$ cat config.mk
export PLATFORM = sky130hd
export DESIGN_NAME = alu_share_ctrl
export DESIGN_NICKNAME = d
export VERILOG_FILES = /design/src/rtl/alu_share_ctrl.sv
export SDC_FILE = /design/constraint.sdc
export NUM_CORES = 1
export LEC_CHECK = 0
export CORE_UTILIZATION = 39
export DETAILED_ROUTE_END_ITERATION = 7
export PLACE_DENSITY_LB_ADDON = 0.25
export SLEW_MARGIN = 15
export SYNTH_ARGS = -nofsm -noshare
export SYNTH_HDL_FRONTEND = slang
export SYNTH_SLANG_ARGS = --single-unit
$ cat constraint.sdc
create_clock -name clk -period 5.2 [get_ports clk]
set_clock_uncertainty 0.15 [all_clocks]
set_input_delay 0.78 -clock clk [delete_from_list [all_inputs] [get_ports clk]]
set_output_delay 0.78 -clock clk [all_outputs]
set_load 0.01 [all_outputs]
$ cat src/rtl/alu_share_ctrl.sv
// alu_share_ctrl
// Time-shares one combinational 32-bit ALU between two requesters.
// The block arbitrates between the two request ports and registers the
// winner's operands onto the ALU inputs. It then captures the ALU result
// and zero flag and returns them on that requester's response channel.
//
// Handshake rules (valid/ready on both channels):
//   A request transfers on a cycle where req_valid[i] & req_ready[i].
//   A response transfers on an edge where resp_valid[i] & resp_ready[i].
//   A source holds valid and its payload stable until the transfer.
//   Ready may be asserted without valid.
//
// Ports:
//   clk, rst                    clock, asynchronous active-high reset
//   req_valid/req_ready [1:0]   per-requester request handshake
//   req{0,1}_a/_b/_op           operands and 3-bit opcode
//   resp_valid/resp_ready [1:0] per-requester response handshake
//   resp{0,1}_data/_zero        captured ALU result and zero flag
//   alu_a/alu_b/alu_op          registered operands driven to the ALU
//   alu_out/alu_zero            ALU result inputs
//   busy                        high while an operation is executing
//
// Build option: define ALU_SHARE_STRICT_PRIO_EN for fixed priority.
// Requester 0 then wins every tie. The default build uses round-robin.
module alu_share_ctrl (
  input  logic        clk,
  input  logic        rst,
  input  logic [1:0]  req_valid,
  output logic [1:0]  req_ready,
  input  logic [31:0] req0_a,
  input  logic [31:0] req0_b,
  input  logic [31:0] req1_a,
  input  logic [31:0] req1_b,
  input  logic [2:0]  req0_op,
  input  logic [2:0]  req1_op,
  output logic [1:0]  resp_valid,
  input  logic [1:0]  resp_ready,
  output logic [31:0] resp0_data,
  output logic [31:0] resp1_data,
  output logic        resp0_zero,
  output logic        resp1_zero,
  output logic [31:0] alu_a,
  output logic [31:0] alu_b,
  output logic [2:0]  alu_op,
  input  logic [31:0] alu_out,
  input  logic        alu_zero,
  output logic        busy
);

  typedef enum logic {IDLE = 1'b0, EXEC = 1'b1} state_t;

  state_t      state_q;
  logic        busy_q;
  logic        owner_q;
  logic        last_q;
  logic [31:0] alu_a_q, alu_b_q;
  logic [2:0]  alu_op_q;
  logic [1:0]  resp_valid_q, resp_valid_d;
  logic [31:0] resp0_data_q, resp1_data_q;
  logic        resp0_zero_q, resp1_zero_q;

  logic [1:0]  eligible;
  logic        gnt_any;
  logic        win;

  // A requester whose previous result is still pending is not eligible.
  // resp_ready is deliberately kept out of this path.
  assign eligible = req_valid & ~resp_valid_q;
  assign gnt_any  = !rst && (state_q == IDLE) && (eligible != 2'b00);

  always_comb begin
    win = 1'b0;
    if (eligible == 2'b10) begin
      win = 1'b1;
    end else if (eligible == 2'b11) begin
`ifdef ALU_SHARE_STRICT_PRIO_EN
      win = 1'b0;
`else
      // Round-robin: the requester not granted last time wins.
      win = ~last_q;
`endif
    end
  end

  always_comb begin
    req_ready = 2'b00;
    if (gnt_any) begin
      req_ready = win ? 2'b10 : 2'b01;
    end
  end

  // The set in EXEC takes precedence. The owner's bit is always low
  // during EXEC, so the set and the clear never collide on one bit.
  always_comb begin
    resp_valid_d = resp_valid_q & ~resp_ready;
    if (state_q == EXEC) begin
      resp_valid_d[owner_q] = 1'b1;
    end
  end

  always_ff @(posedge clk or posedge rst) begin
    if (rst) begin
      state_q      <= IDLE;
      busy_q       <= 1'b0;
      owner_q      <= 1'b0;
      last_q       <= 1'b1;
      alu_a_q      <= '0;
      alu_b_q      <= '0;
      alu_op_q     <= '0;
      resp_valid_q <= 2'b00;
      resp0_data_q <= '0;
      resp1_data_q <= '0;
      resp0_zero_q <= 1'b0;
      resp1_zero_q <= 1'b0;
    end else begin
      resp_valid_q <= resp_valid_d;
      case (state_q)
        IDLE: begin
          if (gnt_any) begin
            alu_a_q  <= win ? req1_a  : req0_a;
            alu_b_q  <= win ? req1_b  : req0_b;
            alu_op_q <= win ? req1_op : req0_op;
            owner_q  <= win;
            last_q   <= win;
            state_q  <= EXEC;
            busy_q   <= 1'b1;
          end
        end
        EXEC: begin
          if (owner_q) begin
            resp1_data_q <= alu_out;
            resp1_zero_q <= alu_zero;
          end else begin
            resp0_data_q <= alu_out;
            resp0_zero_q <= alu_zero;
          end
          state_q <= IDLE;
          busy_q  <= 1'b0;
        end
        default: begin
          state_q <= IDLE;
          busy_q  <= 1'b0;
        end
      endcase
    end
  end

  assign alu_a      = alu_a_q;
  assign alu_b      = alu_b_q;
  assign alu_op     = alu_op_q;
  assign resp_valid = resp_valid_q;
  assign resp0_data = resp0_data_q;
  assign resp1_data = resp1_data_q;
  assign resp0_zero = resp0_zero_q;
  assign resp1_zero = resp1_zero_q;
  assign busy       = busy_q;

endmodule

==> results of run 1 <==
[stage by stage]
step | hold slack, ns | setup WS, ns
floorplan | 0.3226 | 0.5471
global placement | 0.3358 | 1.839
detailed placement | 0.3433 | 1.824
CTS | 0.3559 | 1.820
global route | 0.3677 | 1.754
finish | 0.3519 | 1.810
[registers in the layout (all words and copies together) (netlist names)]
register    flops
alu_b          32
alu_a          32
resp1_data     32
resp_valid      2
owner_q         1
resp1_zero      1
last_q          1
resp0_zero      1
busy            1
state_q         1
alu_op          3
resp0_data     32
[synthesized netlist by cell type]
cell        n
nand3b_1    1
o21ai_2     1
buf_2      13
inv_1       6
mux2_2     66
a21o_1      3
buf_6       3
dfstp_2     1
nor4b_4     1
o21ai_0     2
and3_1     67
a221o_1    67
and2_2      1
clkbuf_1   16
buf_4       3
o311a_4     1
dfrtp_1   138
nor2_1      1
nand2_1     1
nor2b_1     3
[worst max-delay path, stage by stage]
cell             delay (ns)
clkdlybuf4s50_1        0.54
nor2_1                 0.30
o311a_4                0.25
clkdlybuf4s50_1        0.58
[how the worst max path moves through the flow]
stage	to	slack (ns)	cells past startpoint
finish	req_ready[0]	1.81	4
global route	req_ready[0]	1.75	4
CTS	req_ready[1]	1.82	4
detailed placement	req_ready[0]	1.82	4
global placement	req_ready[0]	1.84	4
floorplan	alu_a[0]$_DFFE_PP0P_	0.55	1
[per-layer routing]
metal	vias up	wire length [um]
li1	2121	-
met1	2322	6692
met2	219	8674
met3	30	1601
met4	0	491
met5	-	0
[power groups by stage]
| stage | clock network (mW) | registers, mW | logic, mW |
|---|---|---|---|
| after detailed placement | 0 | 1.90 | 2.24 |
| after CTS | 1.26 | 1.90 | 2.25 |
| after global placement | 0 | 1.88 | 2.20 |
| final | 1.24 | 1.90 | 2.22 |
| after floorplan | 0 | 2.10 | 0.664 |
| after global routing | 1.31 | 1.96 | 2.36 |
[cells by family after synthesis]
logic type             synth area share (%)
AO/OA/AOI/OAI                         12.99
flip-flops                            61.65
AND/OR/NAND/NOR                       8.579
buffers and inverters                 3.613
multiplexers                          13.17
[cell type report]
cell class,instances,area (um^2),share of cell area (%)
clock inverter,11,142.6,1.507
tap,180,225.2,2.379
sequential,139,3480,36.75
clock buffer,20,466.7,4.929
timing repair buffer,316,3148,33.25
antenna,1,2.502,0.02643
multi-input combinational,215,1976,20.87
inverter,6,27.53,0.2907
==> summary.txt, run 1 <==
Run status
  • Outcome: completed

Layout
  • Finished Core Util: 67.68%
  • Finished Layout Cells: 888
  • Most common cell after layout, fill and taps aside: clkdlybuf4s50_1
  • Nets@finish: 868
  • Most frequent cells in the layout: clkdlybuf4s50_1 (310), dfrtp_1 (138), and3_1 (67), a221o_1 (67), mux2_2 (66)
  • Fillers: 1055
  • Final cell area excluding filler cells: 9468 um^2
  • Layout area overhead: 67.75%
  • Share of layout cells above drive strength 1: 15.56%

Global routing
  • Grt peak-use layer: met2
  • GR Util met1: 26.46%
  • Number of global-route vias before repair: 4956
  • Grt total ovfl: 0
  • First-pass GRT wire length: 26.30 mm
  • Met2 GRT Util: 39.29%
  • Pin count of the biggest net entering global routing: 98
  • Antenna violations before repair: 1
  • Met3 Usage GRT: 8.225%
  • GRT Overall Usage: 23.31%

Setup path
  • Worst r2r path cells: 4
  • CP Launch Type: input port
  • Critical path class: in -> out
  • Crit path max fanout: 3
  • Worst setup startpoint: rst
  • CP arrival: 2.46 ns
  • Worst EP required: 4.27 ns
  • R2r setup slk: 3.13 ns
  • Crit end category: output port
  • FF-to-FF End: alu_b[30]$_DFFE_PP0P_
  • Reg-to-Reg Start: resp_valid[0]$_DFF_PP0_

Hold path
  • Hold Path Origin: resp0_data[11]$_DFFE_PP0P_
  • Worst Hold Class: reg -> reg
  • Worst hold endpoint: resp0_data[11]$_DFFE_PP0P_
  • Worst Hold Path Cells: 1

Synthesis
  • #FFs+latches synth: 139
  • Count of cell types in the netlist: 20
  • Leading area contributor after synthesis: dfrtp_1
  • Ys Warns: 0
  • Synth Instances: 395
  • Net Count, Synth: 568
  • Sequential area share after synthesis: 61.65%
  • Syn_area_per_cell: 14.29 um^2
  • Top-area cell type share of the netlist area: 61.18%
  • Largest cells by area after synthesis: dfrtp_1 (61%), mux2_2 (13%), a221o_1 (12%)
  • Post-synthesis cell area: 5644 um^2

Timing
  • Final max-slew violation count: 0
  • Min Tclk post-route: 3.390 ns
  • Final TNS setup: 0 ns
  • Hold Vio Cnt, Final: 0
  • FMAX: 295.0 MHz
  • Slew headroom: 32.10%
  • Slew @ Worst Pin: 1.016 ns
  • # setup viols final: 0
  • Tcrit/Tclk final: 65.20%
  • RSZ-0062 raised after global routing: false

Place
  • Dpl cells: 856
  • GPL Wtd Cong: 0.8260
  • Detail Placement HPWL: 12.32 mm
  • Post-DP Area: 8856 um^2
  • Port Buffers: 310

Floorplanning
  • Chip height: 122.3 um
  • Initial core utilization: 40.35%
  • Die footprint: 14960 um^2
  • Num ports: 311
  • Die Wd: 122.3 um
  • Core area: 13990 um^2
  • # rows: 43

Clocking
  • Clk pin slew, worst setup/hold paths: 0.05 ns
  • Max clock buf depth: 2
  • CTS buffer count: 17
  • Root Driver: clkbuf_16
  • Hold-fix buffers at CTS: 0
  • Post-cts resize count: 0
  • Worst skew pair latency: 0.41 ns
  • Setup Buffers After CTS: 0
  • Clk sinks: 139
  • H-tree depth: 4
  • CTS tree: yes

Routing
  • DRC errors left: 0
  • Via count: 4692
  • DRT antenna net count: 0
  • DR vias/cell: 5.284
  • Avg WL per Cell: 19.66 um
  • Drt first pass iters: 4
  • DRT Wirelength: 17.46 mm
  • 1st-iter DRT viols: 208

Power and ir drop
  • Switching share of power: 29.48%
  • Combinational power share: 41.4%
  • Static Leak: 4.175 nW
  • Power density cells: 565.8 nW/um^2
  • Peak VDD IR: 249.9 uV
  • Internal Power: 3.778 mW
  • Share of power burned in registers: 35.4%
  • Clock power frac: 23.2%
  • NetSw: 1.579 mW
  • Power, Total: 5.357 mW

Flow run
  • Max cap viols: 0
Power figures use the tool's default switching activity.
==> run 2: changes to the inputs <==
--- a/config.mk
+++ b/config.mk
@@ -5,7 +5,7 @@
 export SDC_FILE = /design/constraint.sdc
 export NUM_CORES = 1
 export LEC_CHECK = 0
-export CORE_UTILIZATION = 39
+export CORE_UTILIZATION = 35
 export DETAILED_ROUTE_END_ITERATION = 7
 export PLACE_DENSITY_LB_ADDON = 0.25
 export SLEW_MARGIN = 15
==> constraint.sdc (replaced) <==
create_clock -name clk -period 2.7 [get_ports clk]
set_clock_uncertainty 0.15 [all_clocks]
set_input_delay 0.405 -clock clk [delete_from_list [all_inputs] [get_ports clk]]
set_output_delay 0.405 -clock clk [all_outputs]
set_load 0.01 [all_outputs]
==> run 2 against run 1 <==
Against the previous run:
- sequential share of layout area is 0.35 points lower
- cell area rose by 0.95%
- via count down 1.2%
- non-clock buffer count rose by 3
- core utilization decreased by 7.3 points
- clock power up 85%
- critical endpoint is now req_ready[1]
- combinational power grew 93%
- wire length fell by 2.7%
- cell count grew 4.3%
- largest cell class unchanged
- total power is 91% higher
- worst hold slack about the same
- sequential power is 91% higher
==> summary.txt, run 2 (same netlist as run 1, synthesis figures left out) <==
Clocking
  • Max clock buf depth: 2 (unchanged)
  • CTS tree: yes
  • Hold-fix buffers at CTS: 0 (unchanged)
  • Root Driver: clkbuf_16
  • Setup Buffers After CTS: 0 (unchanged)
  • Post-cts resize count: 0 (unchanged)
  • Clk sinks: 139 (unchanged)
  • CTS buffer count: 17 (unchanged)
  • H-tree depth: 4 (unchanged)
  • Clk pin slew, worst setup/hold paths: 0.05 ns (about the same)
  • Worst skew pair latency: 0.41 ns (about the same)

Routing
  • Drt first pass iters: 4 (unchanged)
  • DR vias/cell: 5.004 (-5.3%)
  • Via count: 4634 (-1.2%)
  • DRT antenna net count: 0 (unchanged)
  • DRT Wirelength: 16.98 mm (-2.7%)
  • DRC errors left: 0 (unchanged)
  • 1st-iter DRT viols: 182 (-13%)
  • Avg WL per Cell: 18.34 um (-6.7%)

Layout
  • Most common cell after layout, fill and taps aside: clkdlybuf4s50_1
  • Fillers: 1221 (+16%)
  • Nets@finish: 871 (+0.35%)
  • Share of layout cells above drive strength 1: 15.77% (+0.22 points)
  • Ant. Diodes: 0 (-1)
  • Reg area: 3480 um^2 (unchanged)
  • Most frequent cells in the layout: clkdlybuf4s50_1 (310), dfrtp_1 (138), and3_1 (67), a221o_1 (67), mux2_2 (66)
  • Area of the multi-input gates: 1976 um^2 (unchanged)
  • Layout area overhead: 69.34%

Timing
  • Final TNS setup: 0 ns (unchanged)
  • Slew headroom: 50.88% (+19 points)
  • Min Tclk post-route: 2.599 ns
  • # setup viols final: 0 (unchanged)
  • Final WS setup: 0.1005 ns (-1.709 ns)
  • Final max-slew violation count: 0 (unchanged)
  • Hold Vio Cnt, Final: 0 (unchanged)
  • Tcrit/Tclk final: 96.28%
  • FMAX: 384.7 MHz
  • RSZ-0062 raised after global routing: false
  • Slew @ Worst Pin: 0.7368 ns (-0.2796 ns)

Setup path
  • CP Launch Type: input port
  • CP arrival: 2.04 ns (-0.42 ns)
  • Worst EP required: 2.14 ns (-2.13 ns)
  • Reg-to-Reg Start: resp_valid[0]$_DFF_PP0_
  • Crit end category: output port
  • Critical path class: in -> out
  • Worst setup startpoint: rst
  • R2r setup slk: 0.63 ns (-2.50 ns)
  • Crit path max fanout: 3 (unchanged)

Floorplanning
  • Chip height: 129.0 um (+5.5%)
  • Die footprint: 16640 um^2 (+11%)
  • # rows: 46 (+7.0%)
  • Die Wd: 129.0 um (+5.5%)
  • Initial core utilization: 35.66% (-4.7 points)
  • Core area: 15830 um^2 (+13%)
  • Num ports: 311 (unchanged)

Power and ir drop
  • Static Leak: 4.191 nW (+0.37%)
  • Peak VDD IR: 486.5 uV (+95%)
  • Power density cells: 1069 nW/um^2 (+89%)

Global routing
  • Antenna violations before repair: 0 (-1)
  • Number of global-route vias before repair: 4857 (-2.0%)
  • Pin count of the biggest net entering global routing: 72 (-27%)
  • Grt total ovfl: 0 (unchanged)
  • First-pass GRT wire length: 25.72 mm (-2.2%)
  • GRT Overall Usage: 20.52% (-2.8 points)

Hold path
  • Hold Path Origin: resp1_data[14]$_DFFE_PP0P_
  • Worst Hold Class: reg -> reg

Place
  • Port Buffers: 310 (unchanged)
  • GPL Wtd Cong: 0.7927 (-4.0%)
  • Post-placement setup slack: 0.1019 ns (-1.722 ns)
  • Detail Placement HPWL: 12.09 mm (-1.8%)

Flow run
  • Max cap viols: 0 (unchanged)

Run status
  • Outcome: completed
run 2: final cells by class:
cell class / count / share of cell area [%]
Sequential cell: 139 / 36.41
Timing Repair Buffer: 319 / 33.70
Multi-Input combinational cell: 215 / 20.67
Clock buffer: 21 / 4.922
Tap cell: 216 / 2.828
Clock inverter: 10 / 1.204
Inverter: 6 / 0.2749
run 2: path summary, 6_finish.rpt:
check / to / cells after the start
worst min register to register: resp1_data[14]$_DFFE_PP0P_ / 1
worst max register to register: alu_a[8]$_DFFE_PP0P_ / 4
min in group asynchronous: resp_valid[0]$_DFF_PP0_ / 3
worst max-delay path: req_ready[1] / 4
max in group asynchronous: alu_a[22]$_DFFE_PP0P_ / 3
worst min-delay path: resp1_data[14]$_DFFE_PP0P_ / 1
run 2: where the power goes:
group	switching [mW]	internal [mW]
sequential	0.558	3.07
combinational	1.59	2.71
clock	0.863	1.43
run 2: layer usage:
metal	track usage, %	part of all wire, %
met1	23.13	39
met2	35.14	50
met3	7.734	9.0
met4	8.097	1.8
met5	0	0
run 2: per-stage QoR:
stage                     cell area (um^2)  total power, mW  cells  hold WS, ns  util, %
after detailed placement              8972            7.999    895       0.3443    56.69
after CTS                             9558            10.34    926       0.3566    60.39
after floorplan                       5648            5.334    395       0.3226        -
after global placement                8972            7.880    895       0.3363    56.69
final                                 9558            10.21    926       0.3521    60.39
after global routing                  9558            10.77    926       0.3654    60.39
run 2: worst max-delay path: stages:
cell	delay [ns]
clkdlybuf4s50_1	0.53
nor4b_4	0.31
and2_2	0.21
clkdlybuf4s50_1	0.58
